## config.mk

```make
export PLATFORM = sky130hd
export DESIGN_NAME = ps2_keyboard_mmio
export DESIGN_NICKNAME = d
export VERILOG_FILES = /design/src/rtl/ps2_kbd_pkg.sv /design/src/rtl/ps2_rx_frame.sv /design/src/rtl/ps2_keyboard_mmio.sv
export SDC_FILE = /design/constraint.sdc
export NUM_CORES = 1
export LEC_CHECK = 0
export ABC_AREA = 1
export ABC_CLOCK_PERIOD_IN_PS = 2500
export CORE_ASPECT_RATIO = 0.5
export CORE_MARGIN = 4
export CORE_UTILIZATION = 46
export DETAILED_ROUTE_END_ITERATION = 7
export PLACE_DENSITY = 0.82
export SLEW_MARGIN = 25
export SYNTH_ARGS = -nofsm -noshare
export SYNTH_HDL_FRONTEND = slang
export SYNTH_SLANG_ARGS = --single-unit
```

## constraint.sdc

```tcl
create_clock -name clk -period 2.5 [get_ports clk]
set_input_delay 0.5 -clock clk [delete_from_list [all_inputs] [get_ports clk]]
set_output_delay 0.5 -clock clk [all_outputs]
set_load 0.02 [all_outputs]
```

## src/rtl/ps2_kbd_pkg.sv

```systemverilog
// Shared constants for the PS/2 keyboard MMIO responder: register map, bit indices,
// store-size encodings and the frame receiver state type.
package ps2_kbd_pkg;

  localparam logic [3:0] REG_STATUS = 4'h0;
  localparam logic [3:0] REG_DATA   = 4'h4;
  localparam logic [3:0] REG_CTRL   = 4'h8;

  localparam int unsigned ST_NOT_EMPTY = 0;
  localparam int unsigned ST_FULL      = 1;
  localparam int unsigned ST_OVERFLOW  = 2;
  localparam int unsigned ST_FRAME_ERR = 3;
  localparam int unsigned ST_COUNT_LSB = 8;

  localparam int unsigned CTRL_RX_EN  = 0;
  localparam int unsigned CTRL_CLEAR  = 1;
  localparam int unsigned CTRL_IRQ_EN = 2;

  localparam logic [1:0] WM_NONE = 2'b00;
  localparam logic [1:0] WM_BYTE = 2'b01;
  localparam logic [1:0] WM_HALF = 2'b10;
  localparam logic [1:0] WM_WORD = 2'b11;

  typedef enum logic [2:0] {
    StIdle,
    StStart,
    StData,
    StParity,
    StStop
  } rx_state_e;

endpackage

```

## src/rtl/ps2_rx_frame.sv

```systemverilog
// PS/2 frame receiver: synchronises the raw lines, samples on ps2_clk falling edges,
// checks odd parity and stop bit, and abandons stalled frames after TIMEOUT_CYCLES.
module ps2_rx_frame
  import ps2_kbd_pkg::*;
#(
  parameter int unsigned TIMEOUT_CYCLES = 50000
) (
  input  logic       clk,
  input  logic       rst,
  input  logic       ps2_clk,
  input  logic       ps2_dat,
  output logic [7:0] rx_byte,
  output logic       byte_valid,
  output logic       frame_err
);

  localparam int unsigned ToW = $clog2(TIMEOUT_CYCLES + 1);
  localparam logic [ToW-1:0] ToLast = ToW'(TIMEOUT_CYCLES - 1);

  rx_state_e      state_q;
  logic [1:0]     clk_sync_q, dat_sync_q;
  logic           clk_prev_q;
  logic [7:0]     shift_q;
  logic [2:0]     bit_cnt_q;
  logic           parity_q;
  logic [ToW-1:0] to_cnt_q;
  logic           fall, dat;

  assign fall = clk_prev_q & ~clk_sync_q[1];
  assign dat  = dat_sync_q[1];

  always_ff @(posedge clk or negedge rst) begin
    if (!rst) begin
      // Lines idle high, so the synchronisers start at 1 to avoid a false edge.
      clk_sync_q <= 2'b11;
      dat_sync_q <= 2'b11;
      clk_prev_q <= 1'b1;
      state_q    <= StIdle;
      shift_q    <= 8'h00;
      bit_cnt_q  <= 3'd0;
      parity_q   <= 1'b0;
      to_cnt_q   <= '0;
      rx_byte    <= 8'h00;
      byte_valid <= 1'b0;
      frame_err  <= 1'b0;
    end else begin
      clk_sync_q <= {clk_sync_q[0], ps2_clk};
      dat_sync_q <= {dat_sync_q[0], ps2_dat};
      clk_prev_q <= clk_sync_q[1];
      byte_valid <= 1'b0;
      frame_err  <= 1'b0;

      if (state_q == StIdle || fall) to_cnt_q <= '0;
      else                           to_cnt_q <= to_cnt_q + ToW'(1);

      if (state_q != StIdle && !fall && to_cnt_q == ToLast) begin
        state_q <= StIdle;
      end else begin
        unique case (state_q)
          StIdle: begin
            bit_cnt_q <= 3'd0;
            if (fall && !dat) state_q <= StData;
            else if (!dat)    state_q <= StStart;
          end
          StStart: begin
            bit_cnt_q <= 3'd0;
            if (fall) state_q <= dat ? StIdle : StData;
          end
          StData: if (fall) begin
            shift_q   <= {dat, shift_q[7:1]};
            bit_cnt_q <= bit_cnt_q + 3'd1;
            if (bit_cnt_q == 3'd7) state_q <= StParity;
          end
          StParity: if (fall) begin
            parity_q <= dat;
            state_q  <= StStop;
          end
          StStop: if (fall) begin
            state_q <= StIdle;
            if (dat && (^{shift_q, parity_q})) begin
              rx_byte    <= shift_q;
              byte_valid <= 1'b1;
            end else begin
              frame_err <= 1'b1;
            end
          end
          default: state_q <= StIdle;
        endcase
      end
    end
  end

endmodule

```

## src/rtl/ps2_keyboard_mmio.sv

```systemverilog
// Memory-mapped PS/2 keyboard responder: scan-code FIFO plus STATUS/DATA/CTRL registers
// behind the data-memory handshake. Define PS2_KBD_IRQ_EN to add the irq output.
module ps2_keyboard_mmio
  import ps2_kbd_pkg::*;
#(
  parameter logic [31:0] BASE_ADDR      = 32'h0007_1000,
  parameter int unsigned FIFO_DEPTH     = 8,
  parameter int unsigned TIMEOUT_CYCLES = 50000
) (
  input  logic        clk,
  input  logic        rst,
  input  logic [31:0] address,
  input  logic [1:0]  write_mode,
  input  logic [7:0]  write_byte,
  input  logic [15:0] write_half_word,
  input  logic [31:0] write_word,
  output logic [7:0]  byte_output,
  output logic [15:0] half_word_output,
  output logic [31:0] word_output,
  output logic        done,
  output logic        error,
  input  logic        ps2_clk,
  input  logic        ps2_dat
`ifdef PS2_KBD_IRQ_EN
  ,
  output logic        irq
`endif
);

  localparam int unsigned PtrW = $clog2(FIFO_DEPTH);
  localparam int unsigned CntW = PtrW + 1;

  logic [7:0]      rx_byte;
  logic            rx_valid, rx_frame_err;
  logic [7:0]      fifo_q [FIFO_DEPTH];
  logic [PtrW-1:0] wr_ptr_q, rd_ptr_q;
  logic [CntW-1:0] count_q;
  logic            overflow_q, frame_err_q, rx_en_q, irq_en, done_q, error_q;
  logic [7:0]      byte_q;
  logic [15:0]     half_q;
  logic [31:0]     word_q, wdata, rd_word;
  logic            in_win, store_req, store_fire, misalign, empty, full;
  logic            pop_req, ctrl_wr, push_req, do_pop, do_push, ovf_set;
  logic            unused_wdata;

  ps2_rx_frame #(
    .TIMEOUT_CYCLES(TIMEOUT_CYCLES)
  ) u_rx (
    .clk       (clk),
    .rst       (rst),
    .ps2_clk   (ps2_clk),
    .ps2_dat   (ps2_dat),
    .rx_byte   (rx_byte),
    .byte_valid(rx_valid),
    .frame_err (rx_frame_err)
  );

  always_comb begin
    in_win   = address[31:4] == BASE_ADDR[31:4];
    misalign = 1'b0;
    wdata    = 32'h0;
    case (write_mode)
      WM_BYTE: wdata = {24'h0, write_byte};
      WM_HALF: begin
        wdata    = {16'h0, write_half_word};
        misalign = address[0];
      end
      WM_WORD: begin
        wdata    = write_word;
        misalign = address[1:0] != 2'b00;
      end
      default: ;
    endcase
    store_req  = in_win && write_mode != WM_NONE;
    // Side effects only on the first sampled cycle of a store.
    store_fire = store_req && !done_q && !misalign;
    pop_req    = store_fire && address[3:2] == REG_DATA[3:2];
    ctrl_wr    = store_fire && address[3:2] == REG_CTRL[3:2];

    empty    = count_q == '0;
    full     = count_q == CntW'(FIFO_DEPTH);
    push_req = rx_valid && rx_en_q;
    do_pop   = pop_req && !empty;
    do_push  = push_req && (!full || do_pop);
    ovf_set  = push_req && full && !do_pop;

    rd_word = 32'h0;
    if (address[3:2] == REG_STATUS[3:2]) begin
      rd_word[ST_NOT_EMPTY]        = !empty;
      rd_word[ST_FULL]             = full;
      rd_word[ST_OVERFLOW]         = overflow_q;
      rd_word[ST_FRAME_ERR]        = frame_err_q;
      rd_word[ST_COUNT_LSB +: 5]   = 5'(count_q);
    end else if (address[3:2] == REG_DATA[3:2]) begin
      rd_word[7:0] = empty ? 8'h00 : fifo_q[rd_ptr_q];
    end else if (address[3:2] == REG_CTRL[3:2]) begin
      rd_word[CTRL_RX_EN]  = rx_en_q;
      rd_word[CTRL_IRQ_EN] = irq_en;
    end
  end

  assign unused_wdata = ^wdata[31:3];

  always_ff @(posedge clk) begin
    if (do_push) fifo_q[wr_ptr_q] <= rx_byte;
  end

  always_ff @(posedge clk or negedge rst) begin
    if (!rst) begin
      wr_ptr_q    <= '0;
      rd_ptr_q    <= '0;
      count_q     <= '0;
      overflow_q  <= 1'b0;
      frame_err_q <= 1'b0;
      rx_en_q     <= 1'b1;
      done_q      <= 1'b0;
      error_q     <= 1'b0;
      byte_q      <= 8'h00;
      half_q      <= 16'h0;
      word_q      <= 32'h0;
    end else begin
      if (do_push) wr_ptr_q <= wr_ptr_q + PtrW'(1);
      if (do_pop)  rd_ptr_q <= rd_ptr_q + PtrW'(1);
      if (do_push && !do_pop)      count_q <= count_q + CntW'(1);
      else if (do_pop && !do_push) count_q <= count_q - CntW'(1);

      if (ctrl_wr) begin
        rx_en_q <= wdata[CTRL_RX_EN];
        if (wdata[CTRL_CLEAR]) begin
          overflow_q  <= 1'b0;
          frame_err_q <= 1'b0;
        end
      end
      if (ovf_set)      overflow_q  <= 1'b1;
      if (rx_frame_err) frame_err_q <= 1'b1;

      done_q <= store_req;
      // Reads carry no size, so a read is flagged when its word view is misaligned.
      error_q <= in_win && ((write_mode == WM_NONE) ? (address[1:0] != 2'b00) : misalign);
      byte_q  <= in_win ? rd_word[{address[1:0], 3'b000} +: 8] : 8'h00;
      half_q  <= (in_win && !address[0]) ? rd_word[{address[1], 4'b0000} +: 16] : 16'h0;
      word_q  <= (in_win && address[1:0] == 2'b00) ? rd_word : 32'h0;
    end
  end

`ifdef PS2_KBD_IRQ_EN
  logic irq_en_q, irq_q;
  assign irq_en = irq_en_q;
  assign irq    = irq_q;
  always_ff @(posedge clk or negedge rst) begin
    if (!rst) begin
      irq_en_q <= 1'b0;
      irq_q    <= 1'b0;
    end else begin
      if (ctrl_wr) irq_en_q <= wdata[CTRL_IRQ_EN];
      irq_q <= !empty && irq_en_q;
    end
  end
`else
  assign irq_en = 1'b0;
`endif

  assign byte_output      = byte_q;
  assign half_word_output = half_q;
  assign word_output      = word_q;
  assign done             = done_q;
  assign error            = error_q;

endmodule

```

# --- After elaboration in Yosys (flattened, before gate mapping) ---
# Memory sizes are Yosys's and may differ from the RTL's.
# Cells that the tools add are included.
classes:
  shift: 2
  muxes: 44
  bitwise_logic: 3
  n_eq_ne: 20
  n_reduce_logical: 53
  addsub: 6
op_table:
  columns: ["op", "n"]
  rows:
  - ["16-bit 2-to-1 mux", 2]
  - ["32-bit by 6-bit indexed part select with 16-bit output", 1]
  - ["32-bit by 6-bit indexed part select with 8-bit output", 1]
  - ["28-bit by 15-bit == test with 1-bit output, second input constant", 1]
  - ["3-bit 2-to-1 mux", 9]
  - ["4-bit 2-to-1 mux", 5]
  - ["1-bit logical AND", 19]
  - ["1-bit 2-to-1 mux", 19]
  - ["16-bit by 1-bit adder with 16-bit output, second input constant", 1]
  - ["16-bit == test, second input constant", 1]
  - ["8-bit 2-to-1 mux", 2]
  - ["2-bit nonzero test", 8]
  - ["3-bit by 1-bit inequality test with 1-bit output, second input constant", 5]
  - ["3-bit case mux with 5 select lines", 1]
  - ["12-bit 2-to-1 mux", 1]
  - ["3-bit by 1-bit adder with 3-bit output, second input constant", 3]
  - ["1-bit logical NOT", 9]
  - ["3-bit AND reduction", 3]
  - ["9-bit parity", 1]
  - ["2-bit == test, second input constant", 3]
  - ["3-bit by 2-bit == test with 1-bit output, second input constant", 2]
  - ["3-bit == test, second input constant", 2]
  - ["2-bit logical NOT", 3]
  - ["2-bit case mux with 3 select lines", 1]
  - ["other kinds (21)", 25]
word_totals:
  memories: 1
  ramBits: 64
  regBits: 97
  elab_cells: 151
mem_list:
  columns: ["memory", "words", "width", "rd", "rd_clocked_by_memory_dff", "write_ports", "line_no", "text"]
  rows:
  - ["fifo_q", 8, 8, 1, 0, 1, "ps2_keyboard_mmio.sv:35", "logic [7:0] fifo_q [FIFO_DEPTH];"]

# --- Longest topological paths before layout ---
# Gate-level depths: netlist (run 1).
logic_depth:
  depth_word: 12
  mapped_depth: 20
  ltp_nobuf: 20

# --- Hierarchy ---
# A second synthesis (run 1) with hierarchy kept.
unflattened:
  hier_cells: 770
  hier_area_um2: 7358.3
by_module_without_submodules:
  columns: ["mod", "n_inst", "area_each_um2", "cells_each"]
  rows:
  - ["ps2_keyboard_mmio", 1, 4978.5, 477]
  - ["ps2_rx_frame", 1, 2379.8, 293]

# --- Least setup slack after synthesis (run 1) ---
# OpenSTA, ideal clock, no wires.
synth_path:
  path_type: "input to register"
  start: "input port write_mode[0]"
  end: "register count_q[3]"
  path_stages: 17
  setup_time_ns: 0.122
  t_arrival_ns: 2.577
  n_path_buf: 0
  slack_ns: -0.199
  path_cell_list: "o21ai_0 -> nor2_1 -> nor2_2 -> nand4_4 -> nand2_2 -> nand2_2 -> inv_1 -> ha_1 -> inv_1 -> ha_1 -> nand2_1 -> nor2_1 -> a211oi_1 -> nor2_1 -> nor2_1 -> nand2_1 -> xor2_1"
synth_between:
  elab_chain_len: 11
  elab_cells_between_ends: 18
synth_rtl:
  columns: ["item", "line_no", "text"]
  rows:
  - ["start, declared", "ps2_keyboard_mmio.sv:13", "input logic [1:0] write_mode,"]
  - ["2-bit == test / 2-bit nonzero test (equally long branches)", "ps2_keyboard_mmio.sv:62, ps2_keyboard_mmio.sv:74", null]
  - ["1-bit case mux with 2 select lines / 1-bit logical AND (equally long branches)", "ps2_keyboard_mmio.sv:62, ps2_keyboard_mmio.sv:74", null]
  - ["1-bit logical NOT / 1-bit logical AND (equally long branches)", "ps2_keyboard_mmio.sv:76", "store_fire = store_req && !done_q && !misalign;"]
  - ["1-bit logical AND (*)", "ps2_keyboard_mmio.sv:76", null]
  - ["1-bit logical AND (*)", "ps2_keyboard_mmio.sv:77", "pop_req = store_fire && address[3:2] == REG_DATA[3:2];"]
  - ["1-bit logical AND (*)", "ps2_keyboard_mmio.sv:83", "do_pop = pop_req && !empty;"]
  - ["1-bit logical OR (*)", "ps2_keyboard_mmio.sv:84", "do_push = push_req && (!full || do_pop);"]
  - ["1-bit logical AND (*)", "ps2_keyboard_mmio.sv:84", null]
  - ["net do_push", "ps2_keyboard_mmio.sv:43", "logic pop_req, ctrl_wr, push_req, do_pop, do_push, ovf_set;"]
  - ["1-bit logical NOT", "ps2_keyboard_mmio.sv:125", "else if (do_pop && !do_push) count_q <= count_q - CntW'(1);"]
  - ["1-bit logical AND", "ps2_keyboard_mmio.sv:125", null]
  - ["2-bit nonzero test (no line)", null, null]
  - ["end signal, assigned", "ps2_keyboard_mmio.sv:124", "if (do_push && !do_pop) count_q <= count_q + CntW'(1);"]
  - ["end signal, assigned", "ps2_keyboard_mmio.sv:125", null]
  - ["end, declared", "ps2_keyboard_mmio.sv:37", "logic [CntW-1:0] count_q;"]
# The timed path passes the listed nets; every way through them passes the cells marked *.
# A chain may end at the register's enable or synchronous reset.

# --- Final worst setup path (run 1) ---
layout_path:
  start: "input port address[20]"
  end: "register count_q[3]"
layout_between:
  elab_chain_len: 11
  elab_cells_between_ends: 14
layout_rtl:
  columns: ["item", "line_no", "text"]
  rows:
  - ["start, declared", "ps2_keyboard_mmio.sv:12", "input logic [31:0] address,"]
  - ["28-bit by 15-bit == test with 1-bit output (*)", "ps2_keyboard_mmio.sv:59", "in_win = address[31:4] == BASE_ADDR[31:4];"]
  - ["1-bit logical AND (*)", "ps2_keyboard_mmio.sv:74", "store_req = in_win && write_mode != WM_NONE;"]
  - ["1-bit logical AND (*) (2 in series)", "ps2_keyboard_mmio.sv:76", null]
  - ["1-bit logical AND (*)", "ps2_keyboard_mmio.sv:77", null]
  - ["1-bit logical AND (*)", "ps2_keyboard_mmio.sv:83", null]
  - ["1-bit logical OR (*)", "ps2_keyboard_mmio.sv:84", null]
  - ["1-bit logical AND (*)", "ps2_keyboard_mmio.sv:84", null]
  - ["net do_push", "ps2_keyboard_mmio.sv:43", null]
  - ["1-bit logical NOT", "ps2_keyboard_mmio.sv:125", null]
  - ["1-bit logical AND", "ps2_keyboard_mmio.sv:125", null]
  - ["2-bit nonzero test (no line)", null, null]
# Marked as above.

==> results.yml, run 1 <==
clock_network:
  root_buffer: "clkbuf_16"
  hold_buffers: 0
  clock_latency_ns: 0.41
  clockBufferDepth: 2
  clk_pin_slew_ns: 0.06
  clkSinkCount: 157
  cts_buffers: 17
  cts_tree: "yes"
  htreeDepth: 4
power:
  irDropWorstVdd_uv: 509
  p_leak_nw: 4.10
  power_density_nw_per_um2: 708
global_route:
  antenna_found_initial: 0
  grt_max_degree: 36
  use_met3: 0.0434
  groute.layer.met1.usage: 0.215
  grt_most_used_layer: "met2"
  globalRouteOverflowTotal: 0
  grt_pass1_vias: 5507
  grt_pass1_wl_mm: 25.7
  grt_usage: 0.182
  grt_use_met2: 0.332
critical_path:
  worst_path_max_delay_cell: "a211oi_4"
  cp_cell_sequence: "clkdlybuf4s15_1 -> nor2_1 -> and2_1 -> nand3_2 -> nor2_4 -> nand4_4 -> nand2_4 -> nand2_4 -> inv_2 -> ha_4 -> inv_4 -> ha_4 -> nand2_4 -> nor2_4 -> a211oi_4 -> nor2_2 -> nor2_1 -> nand2_2 -> xor2_1"
  crit_family: "simple AND/OR/NAND/NOR gates"
  r2r_end: "count_q[3]"
  critPathKind: "in -> reg"
  worst-r2r-cell-count: 18
  max_stage_delay_ns: 0.29
  cp-end-kind: "register"
  timing.rr.start: "count_q[3]"
  cpMostUsedCell: "nand2_4"
  worst-path-stages: 19
  path_max_fanout: 3
  worstPathRequired_ns: 2.80
  r2r_slack_ns: 0.04
  start_kind: "input pin"
  arrival_ns: 2.80
  path_buf_inv: 3
cells_and_area:
  fin_area_um2: 9170
  area_delta_synth_final_pct: 27.1
  fill_cells: 1155
  antenna_cells: 0
  layout-drive-gt1-share: 0.175
  finalNetCount: 985
  final_cells: 1099
sta:
  rsz0062_at_grt: "yes"
  layout_setup_ws_ns: -0.00482
  fin_setup_tns_ns: -0.00482
  period_needed_ns: 2.50
  timing.hold.ws_ns: 0.0585
  hold_viol: 0
  drv_slew: 0
  setup_violations: 1
  timing.fmax_ghz: 0.399
  worstMarginPinSlew_ns: 0.544
  timing.final.crit_share: 1.00
  slew_headroom: 0.637
  clock-skew-final_ns: 0.0102
synthesis:
  synth_edf_count: 64
  synth_common_cells: "141 x nand2_1, 118 x nor2_1, 87 x dfrtp_1"
  ys_ff_latch: 157
  async_flop_share: 0.592
  synthDistinctLibCells: 47
  yosysMostFrequentCell: "nand2_1"
  synth_top_cells_by_area: "dfrtp_1 30%, edfxtp_1 27%, nand2_1 7.3%, nor2_1 6.1%, inv_1 3.8%"
  synth.avg_cell_area_um2: 9.60
  synth_compound_area_frac: 0.0761
  syn_inst: 751
  yosysWarnings: 0
  synth_fa_ha_area_frac: 0.0167
  syn_area_um2: 7210
  synth-main-ff-cell: "dfrtp_1"
  synth_xor_area_frac: 0.0158
  synth_top_family_by_area: "simple AND/OR/NAND/NOR gates"
  yosysTopAreaCell: "dfrtp_1"
  muxShareOfSynthArea: 0.00156
  synth_top_area_share: 0.302
  yosys.area_share.simple: 0.221
  synth-seq-area-share: 0.590
die:
  die_area_um2: 17900
  die_w_um: 185
  num_io_pins: 152
  core_um2: 15400
  start_util: 0.469
  rows: 32
  fp.dieH_um: 96.5
worst_hold_path:
  min_path_type: "in -> async"
place:
  post-place-ws_ns: -0.634
  post_dp_cell_area_um2: 8450
  placed_cells: 1059
  routabilityCongestion: 0.857
  portBuffers: 77
  dp_hpwl_mm: 11.0
detailed_routing:
  vias_per_cell: 5.12
  ant_nets: 0
  drt_first_pass_iters: 5
  wl_per_cell_um: 14.7
  vias: 5629
  wirelength_mm: 16.1
  drc: 0
  drtIter0Drc: 436
run:
  drv_cap: 0
status:
  violations: "setup timing"
  outcome: "finished with violations"
layout make-up:
cell class	count	area, um2	area share
clock buffer	18	450	0.0491
timing repair buffer	128	1110	0.121
tap	204	255	0.0278
clock inverter	14	154	0.0168
sequential	157	4260	0.464
inverter	80	305	0.0333
multi-input combinational	498	2640	0.288
worst max-delay path by stage:
| stage | from | end | slack (ns) |
|---|---|---|---|
| 6_report | address[20] | count_q[3] | -0.005 |
| 5_1_grt | address[20] | count_q[3] | -0.10 |
| 4_1_cts | address[16] | count_q[3] | 0.03 |
| 3_5_place_dp | address[16] | count_q[3] | -0.63 |
| 3_3_place_gp | address[16] | count_q[3] | -0.52 |
| 2_1_floorplan | write_mode[0] | count_q[3] | 0.01 |
power by group:
part | switching [mW] | total, mW | internal, mW
Sequential | 0.151 | 2.96 | 2.81
Combinational | 0.611 | 0.942 | 0.331
Clock | 1.05 | 2.59 | 1.55
what timing repair did:
action	4_1_cts	5_1_grt
resized for setup	44	59
buffers inserted	2	6
setup endpoints to repair	3	1
endpoints found under the hold margin	0	0
pin swaps	35	42
gates cloned	0	0
metal layers:
layer | up-vias | wire length, um
met3 | 20 | 1250
li1 | 2717 | -
met5 | - | 0
met2 | 229 | 7960
met1 | 2663 | 6700
met4 | 0 | 228
flip-flops by register name, indices dropped and copies added, names as in the netlist, 4 cells and up:
register          cells
fifo_q               64
u_rx.to_cnt_q        16
word_output          12
byte_output           8
half_word_output     12
u_rx.shift_q          8
u_rx.rx_byte          8
count_q               4
through the flow:
stage	utilization	power, mW
after global placement	0.550	3.91
after global routing	0.596	6.83
after floorplan	-	3.71
final	0.596	6.49
after CTS	0.591	6.53
after detailed placement	0.550	3.95
layout by cell type (no fill, tap or decap), drive strengths merged:
cell	n
nor2	125
and3	1
dlygate4sd2	6
xor2	8
nand3	43
clkdlybuf4s15	15
a31oi	1
o21ai	53
dlymetal6s2s	2
dfstp	6
mux2	1
edfxtp	64
buf	52
nand2	147
a221oi	1
bufinv	2
a211oi	2
nor3	11
clkinv	8
a21oi	24
conb	24
and2	1
clkdlybuf4s50	42
dfrtp	87
nand4	15
nor4	6
o22ai	8
clkinvlp	2
nand3b	2
o211ai	7
or2	1
clkbuf	29
inv	82
o221ai	3
fa	1
xnor2	5
ha	8
kinds of logic after synthesis:
kind of cell / after synthesis
flops: 157
mux: 1
simple gates: 352
xor+xnor: 13
other cells: 1
compound gates: 99
buf+inv: 119
fa+ha+maj: 9
Note: power is estimated with default switching activity, not from simulation.
==> inputs of run 2 (changes only) <==
--- a/config.mk
+++ b/config.mk
@@ -9,10 +9,11 @@
 export ABC_CLOCK_PERIOD_IN_PS = 2500
 export CORE_ASPECT_RATIO = 0.5
 export CORE_MARGIN = 4
-export CORE_UTILIZATION = 46
+export CORE_UTILIZATION = 47
 export DETAILED_ROUTE_END_ITERATION = 7
-export PLACE_DENSITY = 0.82
+export PLACE_DENSITY = 0.83
 export SLEW_MARGIN = 25
 export SYNTH_ARGS = -nofsm -noshare
 export SYNTH_HDL_FRONTEND = slang
+export SYNTH_HIERARCHICAL = 1
 export SYNTH_SLANG_ARGS = --single-unit
==> run 2 against run 1 <==
  * The flow now finishes without violations
  * Final area up 2.8%
  * Die area is 0.15% lower
  * Area after synthesis grew 2.0%
  * Register-to-register slack improved by 0.04 ns
  * Synthesized cell count up 2.5%
  * Final cell count rose by 0.91%
==> results.yml, run 2 <==
critical_path:
  arrival_ns: 2.75
  critPathKind: "in -> reg"
  worst-r2r-cell-count: 18
  start_kind: "input pin"
  worstPathRequired_ns: 2.81
  path_max_fanout: 3
  cp-end-kind: "register"
run:
  drv_cap: 0
synthesis:
  synth_edf_count: 64
  yosysTopAreaCell: "dfrtp_1"
  yosysWarnings: 6
  syn_area_um2: 7360
  synth_top_cells_by_area: "dfrtp_1 30%, edfxtp_1 26%, nand2_1 7.5%, nor2_1 5.5%, inv_1 3.3%"
  synth-seq-area-share: 0.578
  synth.avg_cell_area_um2: 9.56
  async_flop_share: 0.592
  synth_common_cells: "148 x nand2_1, 108 x nor2_1, 87 x dfrtp_1"
  yosysMostFrequentCell: "nand2_1"
  synthDistinctLibCells: 43
  ys_ff_latch: 157
  synth-main-ff-cell: "dfrtp_1"
  synth_top_area_share: 0.296
  syn_inst: 770
cells_and_area:
  area_delta_synth_final_pct: 28.1
  layout-drive-gt1-share: 0.181
  largest_reg_flops: 64
  mostFrequentLayoutCell: "nand2_1"
  final_cells: 1109
  layout_top_registers: "fifo_q x64, u_rx/to_cnt_q x16"
  final_cell_mix: "145 x nand2_1, 100 x nor2_1, 87 x dfrtp_1, 64 x inv_1, 64 x edfxtp_1"
  antenna_cells: 0
  finalNetCount: 1001
  top_register: "fifo_q"
  fill_cells: 1076
die:
  die_w_um: 185
  rows: 31
  fp.dieH_um: 96.5
  num_io_pins: 152
  die_area_um2: 17800
  core_um2: 14900
  start_util: 0.494
sta:
  timing.fmax_ghz: 0.409
  slew_headroom: 0.565
  hold_viol: 0
  timing.hold.ws_ns: 0.101
  period_needed_ns: 2.44
  drv_slew: 0
  clock-skew-final_ns: 0.0145
  setup_violations: 0
  worstMarginPinSlew_ns: 0.653
  timing.final.crit_share: 0.977
power:
  irDropWorstVdd_uv: 582
  p_leak_nw: 4.37
  power_density_nw_per_um2: 676
worst_hold_path:
  min_path_type: "in -> async"
detailed_routing:
  drc: 0
  vias_per_cell: 5.30
  drtIter0Drc: 413
  drt_first_pass_iters: 5
  ant_nets: 0
  vias: 5880
  wl_per_cell_um: 15.9
  wirelength_mm: 17.6
place:
  routabilityCongestion: 0.906
  portBuffers: 77
  placed_cells: 1071
  dp_hpwl_mm: 11.7
global_route:
  globalRouteOverflowTotal: 0
  antenna_found_initial: 0
  grt_usage: 0.199
  grt_max_degree: 48
  grt_pass1_wl_mm: 27.8
  grt_pass1_vias: 5821
clock_network:
  clk_pin_slew_ns: 0.07
  clock_latency_ns: 0.42
  cts_buffers: 17
  cts_tree: "yes"
  htreeDepth: 4
  clkSinkCount: 157
  hold_buffers: 0
  clockBufferDepth: 2
  root_buffer: "clkbuf_16"
status:
  outcome: "completed"
-- run 2: cell count changes after synthesis, moves of 4 or more --
| cell | change |
|---|---|
| o21ai_1 | +8 |
| inv_2 | +13 |
| nor2_1 | -10 |
| nand2_1 | +7 |
| nand4_1 | +4 |
| nor2_2 | +12 |
| xor2_1 | -5 |
| inv_1 | -8 |
-- run 2: repair_timing --
item / CTS / global route
pin swaps: 26 / 39
endpoints found under the setup margin: 3 / 3
setup buffers: 5 / 1
resized for setup: 27 / 34
-- run 2: critical path: stages --
cell and delay, ns:
clkdlybuf4s50_1 0.43, inv_1 0.10, nand2_2 0.09, nor2_8 0.11, nand4_4 0.12, nand2_4 0.13, nand2_8 0.06, inv_4 0.06
ha_4 0.15, inv_6 0.05, ha_4 0.25, nand2_2 0.07, nor2_2 0.04, a211oi_2 0.18, nand2_1 0.11, nand2_1 0.10
nor2_2 0.05, xor2_1 0.14
-- run 2: final cells by class --
class	count	area [um2]	area share
repair buffers	125	1280	0.136
clock buffers	18	429	0.0455
inverters	83	319	0.0338
clock inverters	14	178	0.0188
well taps	198	248	0.0263
flip-flops and latches	157	4260	0.452
multi-input cells	514	2720	0.288
-- run 2: final timing paths --
| kind | slack, ns | endpoint | startpoint |
|---|---|---|---|
| setup / recovery | 0.06 | count_q[3] | address[3] |
| hold / removal | 0.10 | u_rx/to_cnt_q[8] | rst |
| setup reg to reg | 0.08 | count_q[3] | count_q[3] |
| hold reg to reg | 0.36 | u_rx/dat_sync_q[1] | u_rx/dat_sync_q[0] |
| max in group asynchronous | 1.80 | u_rx/shift_q[4] | rst |
| min in group clk | 0.36 | u_rx/dat_sync_q[1] | u_rx/dat_sync_q[0] |
-- run 2: layer usage --
| metal | up-vias | GRT usage | share of wire |
|---|---|---|---|
| met3 | 34 | 0.0389 | 0.077 |
| li1 | 2770 | - | - |
| met4 | 0 | 0.0708 | 0.018 |
| met5 | - | 0 | 0 |
| met1 | 2819 | 0.236 | 0.41 |
| met2 | 257 | 0.366 | 0.49 |
-- run 2: report_power, final --
| part | leakage, nW | internal, mW | switching, mW | total [mW] |
|---|---|---|---|---|
| clock | 0.296 | 1.52 | 1.13 | 2.65 |
| sequential | 1.86 | 2.75 | 0.0940 | 2.85 |
| combinational | 2.21 | 0.294 | 0.579 | 0.873 |
-- run 2: logic make-up after synthesis --
kind of cell               after synthesis  share of synthesized area
buffers and inverters                  122                     0.0772
adders and majority gates                9                     0.0163
DFF                                    157                      0.578
xor gates and xnor gates                 5                    0.00595
and+or+nand+nor                        368                      0.240
other                                    1                   0.000510
AOI/OAI and AO/OA                      108                     0.0811
-- run 2: stage by stage --
step           total power [mW]  utilization  area [um2]  TNS [ns]  setup WS (ns)
6_report                   6.37        0.633        9430         0         0.0567
5_1_grt                    6.62        0.633        9430   -0.0717        -0.0717
4_1_cts                    6.39        0.627        9340  -0.00727       -0.00727
3_5_place_dp               3.75        0.581        8650     -5.56         -0.549
3_3_place_gp               3.70        0.581        8650     -4.71         -0.532
2_1_floorplan              3.52            -        7460   -0.0130        -0.0130
==> inputs of run 3 (changes only) <==
--- a/config.mk
+++ b/config.mk
@@ -5,12 +5,11 @@
 export SDC_FILE = /design/constraint.sdc
 export NUM_CORES = 1
 export LEC_CHECK = 0
-export ABC_AREA = 1
 export ABC_CLOCK_PERIOD_IN_PS = 2500
 export CORE_ASPECT_RATIO = 0.5
-export CORE_MARGIN = 4
-export CORE_UTILIZATION = 47
+export CORE_UTILIZATION = 46
 export DETAILED_ROUTE_END_ITERATION = 7
+export HOLD_SLACK_MARGIN = 0.03
 export PLACE_DENSITY = 0.83
 export SLEW_MARGIN = 25
 export SYNTH_ARGS = -nofsm -noshare
==> run 3 against run 2 <==
  * The flow now finishes with violations (setup timing)
  * Sequential power grew 5%
  * Critical path depth shrank 5
  * Synthesized cell count shrank 40%
  * Worst setup slack lost 0.23 ns
  * Core utilization shrank 0.80 points
  * Combinational power grew 11%
  * Flip-flop and latch count is the same
  * Critical endpoint unchanged
==> results.yml, run 3 <==
worst_hold_path:
  min_path_type: "in -> async"
cells_and_area:
  area_delta_synth_final_pct: 28.3
  layout_top_registers: "fifo_q x64, u_rx/to_cnt_q x16"
  final_cell_mix: "87 x dfrtp_1, 64 x edfxtp_1, 48 x clkdlybuf4s50_1, 45 x buf_4, 33 x nor2_1"
  fill_cells: 976
  top_register: "fifo_q"
  largest_reg_flops: 64
  antenna_cells: 0
  finalNetCount: 690
  mostFrequentLayoutCell: "dfrtp_1"
  final_cells: 792
  layout-drive-gt1-share: 0.255
detailed_routing:
  drt_first_pass_iters: 4
  drc: 0
  vias: 4234
  wl_per_cell_um: 17.9
  drtIter0Drc: 350
  vias_per_cell: 5.35
  ant_nets: 0
  wirelength_mm: 14.2
global_route:
  grt_max_degree: 51
  antenna_found_initial: 0
  grt_usage: 0.196
  grt_pass1_wl_mm: 22.5
  globalRouteOverflowTotal: 0
  grt_pass1_vias: 4319
power:
  p_int_mw: 4.81
  combPwrFrac: 0.149
  p_leak_nw: 3.65
  pwr-share-clk: 0.394
  seqPwrFrac: 0.458
  irDropWorstVdd_uv: 559
  sw_frac_of_total: 0.263
  p_switching_mw: 1.72
  power_density_nw_per_um2: 747
die:
  num_io_pins: 152
  die_area_um2: 15300
  rows: 30
  core_um2: 14000
  die_w_um: 174
  start_util: 0.487
  fp.dieH_um: 88.0
synthesis:
  synth_edf_count: 64
  yosysMostFrequentCell: "dfrtp_1"
  synth_top_cells_by_area: "dfrtp_1 32%, edfxtp_1 28%, mux4_2 5.3%, mux2_2 3.8%, buf_4 2.6%"
  synth_top_area_share: 0.320
  synth-main-ff-cell: "dfrtp_1"
  yosysWarnings: 6
  synth.avg_cell_area_um2: 14.7
  synth-seq-area-share: 0.626
  synthDistinctLibCells: 59
  syn_area_um2: 6800
  async_flop_share: 0.592
  syn_inst: 462
  ys_ff_latch: 157
  synth_common_cells: "87 x dfrtp_1, 64 x edfxtp_1, 33 x nor2_1"
  yosysTopAreaCell: "dfrtp_1"
critical_path:
  start_kind: "register"
  worstPathRequired_ns: 2.84
  path_max_fanout: 3
  arrival_ns: 3.02
  critPathKind: "reg -> reg"
  cp-end-kind: "register"
place:
  placed_cells: 757
  portBuffers: 77
  dp_hpwl_mm: 9.55
  routabilityCongestion: 0.858
sta:
  timing.fmax_ghz: 0.374
  rsz0062_at_grt: "yes"
  clock-skew-final_ns: 0.0104
  timing.final.crit_share: 1.07
  worstMarginPinSlew_ns: 0.731
  setup_violations: 2
  hold_viol: 0
  period_needed_ns: 2.68
  drv_slew: 0
  slew_headroom: 0.512
  layout_setup_ws_ns: -0.176
  fin_setup_tns_ns: -0.195
clock_network:
  hold_buffers: 0
  clock_latency_ns: 0.42
  clkSinkCount: 157
  htreeDepth: 4
  root_buffer: "clkbuf_16"
  clockBufferDepth: 2
  cts_tree: "yes"
  clk_pin_slew_ns: 0.07
  cts_buffers: 17
status:
  violations: "setup timing"
  outcome: "finished with violations"
run:
  drv_cap: 0
run 3: cell types whose count changed after synthesis, sizes merged, moves of 10 or more:
cell   change
nand3     -36
mux2i     +10
mux2      +24
o21ai     -50
mux4      +16
a21oi     -18
xnor2     +10
inv       -75
nand4     -13
nand2    -137
nor2      -97
and3      +10
run 3: path summary, 6_finish.rpt:
kind | startpoint | to | slack [ns] | depth (start not counted)
worst max-delay path | count_q[2] | count_q[3] | -0.18 | 13
worst min-delay path | rst | done | 0.13 | 1
worst max register to register | count_q[2] | count_q[3] | -0.18 | 13
worst min register to register | u_rx/clk_sync_q[0] | u_rx/clk_sync_q[1] | 0.36 | 0
max in group asynchronous | rst | half_word_output[11] | 1.66 | 2
min in group clk | u_rx/clk_sync_q[0] | u_rx/clk_sync_q[1] | 0.36 | 0
run 3: cell families (layout without fill, tap and decap cells):
| kind of cell | count (synthesis) | in the layout | synth area share |
|---|---|---|---|
| AOI/OAI and AO/OA | 39 | 39 | 0.0418 |
| buffers and inverters | 49 | 164 | 0.0425 |
| other | 1 | 24 | 0.000551 |
| DFF | 157 | 157 | 0.626 |
| xor gates and xnor gates | 25 | 25 | 0.0362 |
| adders and majority gates | 9 | 9 | 0.0177 |
| and+or+nand+nor | 132 | 132 | 0.127 |
| muxes | 50 | 50 | 0.108 |
run 3: area by class of cell:
cell class                      count  area (um2)  area share
Sequential cell                   157        4260       0.488
Timing Repair Buffer              126        1140       0.130
Inverter                            6        27.5     0.00315
Clock buffer                       19         433      0.0496
Multi-Input combinational cell    279        2470       0.284
Tap cell                          192         240      0.0275
Clock inverter                     13         155      0.0178
run 3: power by group through the flow:
stage | Combinational (mW) | Sequential [mW] | Clock (mW)
after floorplan | 0.653 | 2.96 | 0
after global placement | 0.903 | 3.00 | 0
after detailed placement | 0.946 | 3.03 | 0
after CTS | 0.962 | 2.98 | 2.59
after global routing | 1.06 | 3.00 | 2.71
final | 0.970 | 2.98 | 2.57
run 3: critical path: stages (launching register included):
cell and delay [ns]:
dfrtp_1 0.38, or4_4 0.54, nand3b_1 0.19, nor4b_4 0.09, o211ai_2 0.25, inv_4 0.05
ha_4 0.17, inv_4 0.07, ha_4 0.19, a21o_1 0.16, a21oi_2 0.13, xnor2_1 0.08
nor2_1 0.16, xor2_1 0.16
run 3: per-layer routing:
layer	up-vias	GRT usage	routed length [um]
met4	0	0.0750	209
met3	19	0.0530	791
met1	2134	0.226	5720
met2	161	0.357	7450
li1	1920	-	-
met5	-	0	0
run 3: timing repair:
item / in CTS / in global routing
buffers inserted: 4 / 1
pin swaps: 22 / 14
hold endpoints to repair: 0 / 0
resized for setup: 33 / 7
setup endpoints to repair: 59 / 25
run 3: metrics by stage:
stage	total power, mW	instance area, um2	utilization	hold WS, ns	setup WS (ns)
finish	6.52	8730	0.625	0.131	-0.176
global route	6.77	8730	0.625	0.165	-0.322
detailed placement	3.97	8090	0.579	0.352	-0.751
CTS	6.54	8690	0.622	0.148	-0.180
global placement	3.91	8080	0.579	0.346	-0.669
floorplan	3.61	6960	-	0.204	-0.387
